[config.mk]
export PLATFORM = sky130hd
export DESIGN_NAME = lsu_mem_port
export DESIGN_NICKNAME = d
export VERILOG_FILES = /design/src/rtl/lsu_mem_port.sv
export SDC_FILE = /design/constraint.sdc
export NUM_CORES = 1
export LEC_CHECK = 0
export ABC_AREA = 1
export BUFFER_PORTS_ARGS = -buffer_cell sky130_fd_sc_hd__buf_2
export CAP_MARGIN = 20
export CORE_MARGIN = 4
export CORE_UTILIZATION = 56
export DETAILED_ROUTE_END_ITERATION = 16
export PLACE_DENSITY = 0.84
export SLEW_MARGIN = 5
export SYNTH_ARGS = -nofsm -noshare
export SYNTH_HDL_FRONTEND = slang
export SYNTH_SLANG_ARGS = --single-unit
[constraint.sdc]
create_clock -name clk_i -period 2.8 [get_ports clk_i]
set_clock_uncertainty 0.2 [all_clocks]
set_input_delay 0.28 -clock clk_i [delete_from_list [all_inputs] [get_ports clk_i]]
set_output_delay 0.28 -clock clk_i [all_outputs]
set_load 0.03 [all_outputs]
[src/rtl/lsu_mem_port.sv]
// Purpose: load/store unit driving a word-addressed request/grant/response memory bus.
// Latency: store with immediate grant completes 2 cycles after accept; load with gnt at +1 and rvalid at +2 completes at +3.
// Backpressure: stall_o holds the pipeline from accept until the single-cycle done_o pulse; a missing gnt/rvalid aborts after TIMEOUT cycles.
module lsu_mem_port #(
    parameter int ADDR_W  = 32,
    parameter int TIMEOUT = 255
) (
    input  logic              clk_i,
    input  logic              rst_ni,
    input  logic              req_i,
    input  logic [ADDR_W-1:0] addr_i,
    input  logic [31:0]       st_data_i,
    input  logic              mem_wren_i,
    input  logic [3:0]        mem_wrnum_i,
    input  logic              mem_us_i,
    output logic              bus_req_o,
    output logic              bus_we_o,
    output logic [ADDR_W-1:0] bus_addr_o,
    output logic [3:0]        bus_be_o,
    output logic [31:0]       bus_wdata_o,
    input  logic              bus_gnt_i,
    input  logic              bus_rvalid_i,
    input  logic [31:0]       bus_rdata_i,
    output logic [31:0]       ld_data_o,
    output logic              done_o,
    output logic              err_o,
    output logic              stall_o
);

    typedef enum logic [1:0] {
        S_IDLE = 2'd0,
        S_REQ  = 2'd1,
        S_RESP = 2'd2,
        S_DONE = 2'd3
    } state_t;

    // Last counter value before the wait is abandoned.
    localparam logic [7:0] TO_LAST = 8'(TIMEOUT - 1);

    state_t            state_q, state_d;
    logic [ADDR_W-1:0] addr_q, addr_d;
    logic [31:0]       data_q, data_d;
    logic              wren_q, wren_d;
    logic [3:0]        mask_q, mask_d;
    logic              us_q, us_d;
    logic              err_q, err_d;
    logic [31:0]       ld_q, ld_d;
    logic [7:0]        cnt_q, cnt_d;

    logic              pre_err;
    logic              mask_legal;
    logic [1:0]        off;
    logic [3:0]        be_full;
    logic [31:0]       lane_mask;
    logic [31:0]       wdata_full;
    logic [31:0]       rshift;
    logic [31:0]       ld_ext;
    logic              in_req;
    logic              timeout_hit;

    // Alignment and mask legality of the incoming request, evaluated in the accept cycle.
    always_comb begin
        mask_legal = 1'b0;
        pre_err    = 1'b0;
        case (mem_wrnum_i)
            4'b0000, 4'b0001: mask_legal = 1'b1;
            4'b0011: begin
                mask_legal = 1'b1;
                pre_err    = addr_i[0];
            end
            4'b1111: begin
                mask_legal = 1'b1;
                pre_err    = (addr_i[1:0] != 2'b00);
            end
            default: mask_legal = 1'b0;
        endcase
        if (!mask_legal) begin
            pre_err = 1'b1;
        end
    end

    // Lane placement of store data and extraction of load data, both from the latched request.
    always_comb begin
        off        = addr_q[1:0];
        be_full    = mask_q << off;
        lane_mask  = {{8{be_full[3]}}, {8{be_full[2]}}, {8{be_full[1]}}, {8{be_full[0]}}};
        wdata_full = (data_q << {off, 3'b000}) & lane_mask;
        rshift     = bus_rdata_i >> {off, 3'b000};
        case (mask_q)
            4'b0001: ld_ext = us_q ? {24'b0, rshift[7:0]}  : {{24{rshift[7]}}, rshift[7:0]};
            4'b0011: ld_ext = us_q ? {16'b0, rshift[15:0]} : {{16{rshift[15]}}, rshift[15:0]};
            default: ld_ext = rshift;
        endcase
    end

    assign in_req      = (state_q == S_REQ);
    assign timeout_hit = (cnt_q == TO_LAST);

    // Next-state logic: request latching, bus handshake, timeout abort and load capture.
    always_comb begin
        state_d = state_q;
        addr_d  = addr_q;
        data_d  = data_q;
        wren_d  = wren_q;
        mask_d  = mask_q;
        us_d    = us_q;
        err_d   = err_q;
        ld_d    = ld_q;
        cnt_d   = cnt_q + 8'd1;
        case (state_q)
            S_IDLE: begin
                cnt_d = 8'd0;
                if (req_i) begin
                    addr_d = addr_i;
                    data_d = st_data_i;
                    wren_d = mem_wren_i;
                    mask_d = mem_wrnum_i;
                    us_d   = mem_us_i;
                    err_d  = 1'b0;
                    if (pre_err) begin
                        err_d   = 1'b1;
                        state_d = S_DONE;
                        if (!mem_wren_i) begin
                            ld_d = 32'd0;
                        end
                    end else if (mem_wrnum_i == 4'b0000) begin
                        state_d = S_DONE;
                    end else begin
                        state_d = S_REQ;
                    end
                end
            end
            S_REQ: begin
                if (bus_gnt_i) begin
                    cnt_d = 8'd0;
                    if (wren_q) begin
                        state_d = S_DONE;
                    end else if (bus_rvalid_i) begin
                        ld_d    = ld_ext;
                        state_d = S_DONE;
                    end else begin
                        state_d = S_RESP;
                    end
                end else if (timeout_hit) begin
                    err_d   = 1'b1;
                    state_d = S_DONE;
                    if (!wren_q) begin
                        ld_d = 32'd0;
                    end
                end
            end
            S_RESP: begin
                if (bus_rvalid_i) begin
                    ld_d    = ld_ext;
                    state_d = S_DONE;
                end else if (timeout_hit) begin
                    err_d   = 1'b1;
                    ld_d    = 32'd0;
                    state_d = S_DONE;
                end
            end
            default: begin
                state_d = S_IDLE;
            end
        endcase
    end

    // State and request registers; reset abandons any access in flight.
    always_ff @(posedge clk_i or negedge rst_ni) begin
        if (!rst_ni) begin
            state_q <= S_IDLE;
            addr_q  <= '0;
            data_q  <= 32'd0;
            wren_q  <= 1'b0;
            mask_q  <= 4'd0;
            us_q    <= 1'b0;
            err_q   <= 1'b0;
            ld_q    <= 32'd0;
            cnt_q   <= 8'd0;
        end else begin
            state_q <= state_d;
            addr_q  <= addr_d;
            data_q  <= data_d;
            wren_q  <= wren_d;
            mask_q  <= mask_d;
            us_q    <= us_d;
            err_q   <= err_d;
            ld_q    <= ld_d;
            cnt_q   <= cnt_d;
        end
    end

    // Bus outputs are only live while the request is being presented.
    assign bus_req_o   = in_req;
    assign bus_we_o    = in_req & wren_q;
    assign bus_addr_o  = in_req ? {addr_q[ADDR_W-1:2], 2'b00} : '0;
    assign bus_be_o    = in_req ? be_full : 4'd0;
    assign bus_wdata_o = in_req ? wdata_full : 32'd0;
    assign ld_data_o   = ld_q;
    assign done_o      = (state_q == S_DONE);
    assign err_o       = (state_q == S_DONE) & err_q;

    // Stall follows the request in IDLE, holds during the bus access and releases in DONE.
    always_comb begin
        case (state_q)
            S_IDLE:        stall_o = req_i & rst_ni;
            S_REQ, S_RESP: stall_o = 1'b1;
            default:       stall_o = 1'b0;
        endcase
    end

endmodule

After elaboration in Yosys (flattened, before gate mapping). Index checks and enable logic that the tools add are counted.

Flip-flop bits (word level): 113. Input port bits: 107. Output and inout port bits: 105. Logic and storage cells: 82.

$add $sub $neg: 1. Equal/unequal tests: 18. Shifts and indexed selects: 3. Multiplexer cells: 38. Bitwise operators: 4. Reduce and logical (&&, ||, !) cells: 9.

Operators with widths (number): $mux W32 (14); $pmux W32 S3 (1); $pmux W32 S2 (1); $and A32 B32 Y32 (1); $shl A32 B5 Y32 (1); $shr A32 B5 Y32 (1); $pmux W8 S2 (1); $mux W2 (6); $ne A2 B2 Y1 const B (6); $mux W1 (9); $add A8 B1 Y8 const B (1); $eq A4 B1 Y1 const B (2); $eq A4 B2 Y1 const B (2); $eq A8 B8 Y1 const B (1); $mux W8 (1); $reduce_and A8 Y1 (1); $ne A3 B3 Y1 const B (2); $pmux W2 S3 (1); $eq A2 B2 Y1 const B (2); $eq A4 B4 Y1 const B (1); $logic_not A4 Y1 (1); $mux W4 (1); $pmux W1 S2 (2); $reduce_and A4 Y1 (1); other kinds (11) (13).

Depth between registers and ports, before layout. Gate-level depths: netlist of run 1.

Depth after elaboration: 7. Gate-level depth with buffers: 13.

Least setup slack after synthesis of run 1. No wires, ideal clock.

Path kind: flip-flop to output port. Start: reg state_q[1]. End: out bus_wdata_o[31]. Arrival: 2051 ps. Required time: 2320 ps. Setup slack: 269 ps. Cell stages (with the launch flop): 8. Path buffers: 1. Cells stage by stage: dfrtp_1 -> inv_1 -> ha_1 -> buf_2 -> inv_2 -> o31ai_4 -> nand3_1 -> inv_1.

Word-level cells in the longest chain between the ends: 2.

RTL lines: start, declared (RTL line 40) `state_t state_q, state_d;`; start signal, assigned (RTL line 181) `state_q <= state_d;`; $eq A2 B1 Y1 (RTL line 96) `assign in_req = (state_q == S_REQ);`; via bus_req_o (RTL line 16) `output logic bus_req_o,`; $mux W32 (RTL line 198) `assign bus_wdata_o = in_req ? wdata_full : 32'd0;`; end, declared (RTL line 20) `output logic [31:0] bus_wdata_o,`.

The timed path passes the listed nets, and every way through them passes these cells.

Worst setup path in the final report of run 1.
Start: reg state_q[1]. End: out bus_wdata_o[23].

Word-level cells in the longest chain between the ends: 2.

RTL lines (RTL line): $eq A2 B1 Y1 (96); $mux W32 (198).

Every way passes these cells.

==> results of run 1 <==
cell families after synthesis:
family	after synthesis	share of synthesized area, %
multiplexers	49	8.47
AND/OR/NAND/NOR	394	24.4
AO/OA/AOI/OAI	142	11.8
adder cells (fa/ha/maj)	7	1.34
XOR/XNOR	2	0.269
flip-flops	113	43.4
other	1	0.0576
buffers and inverters	153	10.2
worst min-delay path by stage:
stage | slack (ns) | end | startpoint | cells after the start
finish | 0.02 | ld_data_o[0] | bus_rdata_i[0] | 5
global route | 0.05 | ld_data_o[0] | bus_rdata_i[0] | 5
CTS | 0.02 | ld_data_o[0] | bus_rdata_i[0] | 5
detailed placement | 0.26 | cnt_q[4] | rst_ni | 2
global placement | 0.26 | cnt_q[3] | rst_ni | 2
floorplan | -0.22 | addr_q[0] | rst_ni | 0
sequential cells by signal, indices dropped and copies added (netlist names):
register,flops
addr_q,32
cnt_q,8
us_q,1
err_q,1
ld_data_o,32
data_q,32
state_q,2
mask_q,4
wren_q,1
per-layer routing:
layer / track usage (%) / part of all wire, %
met2: 59.3 / 49
met4: 20.0 / 5.4
met3: 10.5 / 10
met1: 41.7 / 35
met5: 0 / 0
cells in the final DEF, fill, tap and decap left out, drive strengths merged:
cell and count:
nand2 290, buf 221, dfrtp 113, inv 103, dlygate4sd3 72, a21oi 65
o21ai 61, nor2 59, mux2 49, nand3 32, clkbuf 20, o211ai 7
ha 7, a211oi 6, clkinvlp 5, clkinv 5, nor3 4, bufinv 3
and3 2, xnor2 2, nand4 2, nor4 2, conb 2, o31ai 2
nor3b 1, o22ai 1, nand3b 1, or2 1
layout make-up:
type	count	area, µm²	area share [%]
clock buffers	20	457	5.09
clock inverters	12	159	1.77
flip-flops and latches	113	2830	31.6
multi-input cells	596	3040	34.0
inverters	104	395	4.41
well taps	143	179	2.00
repair buffers	293	1900	21.2
metrics by stage:
stage                     setup WS (ns)  instance area (µm²)  hold slack [ns]  std cells  power [mW]
after floorplan                   0.269                 6520           -0.216        862        6.85
after global placement            0.463                 7590            0.258       1176        8.08
after detailed placement          0.387                 7590            0.258       1176        8.17
after CTS                        0.0133                 8930           0.0232       1280        10.6
after global routing             0.0351                 8960           0.0547       1281        11.6
final                            0.0281                 8960           0.0240       1281        11.0
power by group through the flow:
stage	clock (mW)	sequential [mW]	combinational [mW]
after floorplan	0	3.09	3.76
after global placement	0	2.80	5.28
after detailed placement	0	2.83	5.34
after CTS	2.26	2.82	5.48
after global routing	2.37	2.97	6.30
final	2.28	2.92	5.82
repair_timing:
item / 4_1_cts / 5_1_grt
endpoints found under the hold margin: 184 / 0
pin swaps: 0 / 1
gates resized for setup: 1 / 4
endpoints found under the setup margin: 3 / 24
setup buffers: 0 / 1
hold buffers: 72 / 0
worst max-delay path, delay by kind of cell, from the launching register on:
| kind | cells | cell delay, ns |
|---|---|---|
| compound gates | 1 | 0.35 |
| fa+ha+maj | 1 | 0.32 |
| buf+inv | 4 | 0.58 |
| flops | 1 | 0.44 |
| simple gates | 1 | 0.17 |
==> out/metrics.yaml, run 1 <==
run_status:
  outcome: "completed"
pwr:
  intPower_mw: 5.64
  p_sw_share_pct: 48.8
  vdd.ir_drop.worst_v: 0.000883
  p_switching_mw: 5.38
  pwr-share-clk_pct: 20.7
  pwr-share-comb_pct: 52.9
  power_density_nw_per_um2: 1230
  leakagePower_nw: 5.14
  seq_power_share_pct: 26.5
critical_path:
  worstSetupEndpoint: "bus_wdata_o[23]"
  cp-end-kind: "output pin"
  cp_common_cell: "inv_1"
  r2r-start: "state_q[1]"
  worst_setup_path_start_kind: "flip-flop"
  crit_path_max_fanout: 9
  rr_endpoint: "ld_data_o[7]"
  crit_slowest_cell: "dfrtp_1"
  reg2reg_depth: 11
  critical_path_class: "reg -> out"
  max_stage_delay_ns: 0.44
  crit_chain: "inv_1 -> ha_2 -> inv_2 -> a21oi_4 -> nand2_1 -> inv_1 -> buf_2"
  cp.required_ns: 2.32
  cp.arrival_ns: 2.29
  regToRegSetupSlack_ns: 0.30
  crit_start: "state_q[1]"
yosys:
  seq_area_frac_synth_pct: 43.4
  avgSynthCellArea_um2: 7.56
  synthCells: 861
  synth_edf_count: 0
  synth-seq-cells: 113
  syn_area_um2: 6510
  yosysWarnings: 0
  async_reset_ff_share_pct: 100
  synth_top_flop_cell: "dfrtp_1"
  synth_top_cell_by_area: "dfrtp_1"
  yosys-top-cells-area: "dfrtp_1 43%, nand2_1 16%, mux2_2 8.5%"
  synth.most_common_cell: "nand2_1"
  synth_commonest_cells: "286 x nand2_1, 113 x dfrtp_1, 99 x inv_1"
  ys_types: 36
  synth_top_area_share_pct: 43.4
routing:
  vias_per_cell: 5.64
  route.detailed.drc: 0
  antenna_left: 0
  num_vias: 7227
  drt-pass1-iter-count: 5
  detail_route.wirelength_um: 23300
  drtIter0Drc: 853
  wl_per_cell_um: 18.2
global_routing:
  grt_pass1_wl_um: 37100
  first_global_vias: 7322
  grt_max_degree: 114
  grt_antenna_before_repair: 0
  overflow: 0
  globalRouteTotalUtil_pct: 35.8
hold_path:
  hp-class: "in -> reg"
timing:
  tns_ns: 0
  min_period_ns: 2.77
  fmax_mhz: 361
  maxSlewHeadroom_pct: 50.4
  setup-violations-final: 0
  worstMarginPinSlew_ns: 0.742
  hold_violations: 0
  slew_violations: 0
  finalCritPeriodShare_pct: 99.0
  rsz0062_at_grt: "false"
cts:
  cts_htree_levels: 4
  cts_made_buffers: 17
  cts_tree: "yes"
  clockRootBuffer: "clkbuf_16"
  clk-insertion-delay-late_ns: 0.43
  clkTransAtPathRegs_ns: 0.06
  numClockSinks: 113
  cts_buffer_depth: 2
finish:
  diodes: 0
  final.fill_count: 720
  final_nets: 1239
  postLayoutCoreUtil_pct: 78.5
  area_growth_pct: 37.6
  drive_above_1_share_pct: 28.2
floorplan:
  io_pins: 212
  die_w_um: 116
  die_h_um: 116
  die_area_um2: 13400
  rows: 39
  start_util_pct: 57.0
  core_um2: 11400
job:
  maxCapViolations: 0
placement:
  place.gp.congestion: 0.941
  port_buffers: 209
  place_hpwl_um: 12500
(Power assumes the default switching activity.)
==> run 2, diff against run 1 <==
--- a/config.mk
+++ b/config.mk
@@ -9,9 +9,9 @@
 export BUFFER_PORTS_ARGS = -buffer_cell sky130_fd_sc_hd__buf_2
 export CAP_MARGIN = 20
 export CORE_MARGIN = 4
-export CORE_UTILIZATION = 56
+export CORE_UTILIZATION = 42
 export DETAILED_ROUTE_END_ITERATION = 16
-export PLACE_DENSITY = 0.84
+export PLACE_DENSITY = 0.65
 export SLEW_MARGIN = 5
 export SYNTH_ARGS = -nofsm -noshare
 export SYNTH_HDL_FRONTEND = slang
==> run 2 against run 1 <==
Register-to-register slack gained 0.23 ns. Maximum frequency is 3.9% higher. Worst setup slack gained 0.10 ns. Hold slack worse by 0.012 ns. Sequential power fell by 3%. Die area rose by 31%. Core utilization is 19 points lower. Sequential cell count is the same. Global-route usage down 12 points. Cell count is 3.6% higher. Routed wire length shrank 12%. Sequential share of layout area is 0.28 points lower. Critical endpoint is now bus_wdata_o[21].
==> out/metrics.yaml, run 2 (synthesis results as in run 1) <==
critical_path:
  crit_path_max_fanout: 33  # was 9
  crit_chain: "buf_4 -> o21ai_0 -> a21oi_4 -> nand2_1 -> inv_1 -> buf_2"  # was inv_1 -> ha_2 -> inv_2 -> a21oi_4 -> nand2_1 -> inv_1 -> buf_2
  worst_setup_path_start_kind: "flip-flop"  # unchanged
  max_stage_delay_ns: 0.46  # was 0.44 ns
  cp.required_ns: 2.32  # about the same
  critPathBufInv: 3  # was 4
  crit_family: "buffers and inverters"  # unchanged
  critical_path_class: "reg -> out"  # unchanged
  cp.arrival_ns: 2.19  # was 2.29 ns
  cp-end-kind: "output pin"  # unchanged
  crit_slowest_cell: "dfrtp_2"  # was dfrtp_1
run_status:
  outcome: "completed"  # unchanged
job:
  maxCapViolations: 0  # unchanged
finish:
  drive_above_1_share_pct: 28.6  # was 28.2%
  layout_common_cells: "285 x nand2_1, 208 x buf_2, 112 x dfrtp_1"  # unchanged
  area_growth_pct: 38.9  # was 37.6%
  final_nets: 1240  # was 1239
  final_common_cell: "nand2_1"  # unchanged
  final.fill_count: 1363  # was 720
  diodes: 0  # unchanged
  postLayoutCoreUtil_pct: 59.5  # was 78.5%
  final_cell_area_um2: 9040  # was 8960 µm²
timing:
  setup-violations-final: 0  # unchanged
  worstMarginPinSlew_ns: 0.662  # was 0.742 ns
  maxSlewHeadroom_pct: 55.9  # was 50.4%
  slew_violations: 0  # unchanged
  fin_ws_ns: 0.132  # was 0.0281 ns
  finalCritPeriodShare_pct: 95.3  # was 99.0%
  tns_ns: 0  # unchanged
  fmax_mhz: 375  # was 361 MHz
  rsz0062_at_grt: "true"  # was false
  min_period_ns: 2.67  # was 2.77 ns
  hold_violations: 0  # unchanged
placement:
  place_ws_ns: 0.481  # was 0.387 ns
  place.gp.congestion: 0.869  # was 0.941
  place_hpwl_um: 13900  # was 12500 µm
  port_buffers: 209  # unchanged
  placed_area_um2: 7680  # was 7590 µm²
routing:
  wl_per_cell_um: 15.4  # was 18.2 µm
  drtIter0Drc: 413  # was 853
  drt-pass1-iter-count: 5  # unchanged
  num_vias: 6638  # was 7227
  antenna_left: 0  # unchanged
  route.detailed.drc: 0  # unchanged
  vias_per_cell: 5.00  # was 5.64
  detail_route.wirelength_um: 20400  # was 23300 µm
floorplan:
  io_pins: 212  # unchanged
  core_um2: 15200  # was 11400 µm²
  rows: 45  # was 39
  die_h_um: 133  # was 116 µm
  die_area_um2: 17600  # was 13400 µm²
  die_w_um: 133  # was 116 µm
  start_util_pct: 42.8  # was 57.0%
hold_path:
  hp-class: "in -> reg"  # unchanged
cts:
  clk-insertion-delay-late_ns: 0.42  # was 0.43 ns
  cts_htree_levels: 4  # unchanged
  clockRootBuffer: "clkbuf_16"  # unchanged
  cts_tree: "yes"  # unchanged
  cts_buffer_depth: 2  # unchanged
  numClockSinks: 113  # unchanged
  cts_made_buffers: 17  # unchanged
  clkTransAtPathRegs_ns: 0.06  # about the same
pwr:
  power_density_nw_per_um2: 1200  # was 1230 nW/µm²
  vdd.ir_drop.worst_v: 0.000680  # was 0.000883 V
  leakagePower_nw: 5.17  # was 5.14 nW
global_routing:
  grt_antenna_before_repair: 0  # unchanged
  globalRouteTotalUtil_pct: 23.4  # was 35.8%
  grt_max_degree: 114  # unchanged
  overflow: 0  # unchanged
  grt_pass1_wl_um: 33400  # was 37100 µm
  first_global_vias: 6576  # was 7322
[run 2: tightest hold or removal path, stage by stage]
cell and delay, ns:
buf_2 0.07, inv_1 0.06, o21ai_0 0.17
[run 2: area by class of cell]
class | instances | area [µm²] | share of cell area (%)
inverter | 104 | 393 | 4.34
multi-input combinational | 596 | 3050 | 33.7
timing repair buffer | 294 | 1900 | 21.0
clock buffer | 18 | 439 | 4.86
tap | 188 | 235 | 2.60
sequential | 113 | 2830 | 31.3
clock inverter | 14 | 200 | 2.21
[run 2: worst paths after layout]
path                              startpoint              end  slack [ns]  cells past startpoint
worst max register to register    state_q[1]    ld_data_o[30]        0.53                     11
worst max-delay path               addr_q[0]  bus_wdata_o[21]        0.13                      6
worst min-delay path               addr_i[1]        addr_q[1]        0.01                      3
worst min register to register  ld_data_o[1]     ld_data_o[1]        0.27                      2
min in group asynchronous             rst_ni    ld_data_o[21]        0.28                      3
max in group asynchronous             rst_ni        addr_q[0]        1.54                      3
[run 2: per-stage QoR]
stage	total power, mW	std cells	hold slack, ns
floorplan	6.85	862	-0.216
global placement	8.27	1224	0.258
detailed placement	8.32	1224	0.250
CTS	10.8	1325	0.000661
global route	11.6	1327	0.0236
finish	10.8	1327	0.0118
[run 2: power breakdown]
| part | leakage, nW | internal, mW | switching (mW) | total, mW |
|---|---|---|---|---|
| Combinational | 3.47 | 1.83 | 3.79 | 5.62 |
| Clock | 0.304 | 1.52 | 0.843 | 2.37 |
| Sequential | 1.39 | 2.38 | 0.443 | 2.83 |
| Total | 5.17 | 5.73 | 5.08 | 10.8 |
[run 2: metal layers]
layer	vias to the layer above	global-route usage, %	share of wire [%]
li1	3256	-	-
met1	3068	29.2	42
met4	0	9.06	2.5
met5	-	0	0
met3	38	7.45	8.4
met2	276	38.0	47
[run 2: what timing repair did]
action                     4_1_cts  5_1_grt
hold endpoints to repair       181        0
buffers inserted                 0        2
setup endpoints to repair        0       19
hold buffers                    69        0
gates resized for setup          0        3
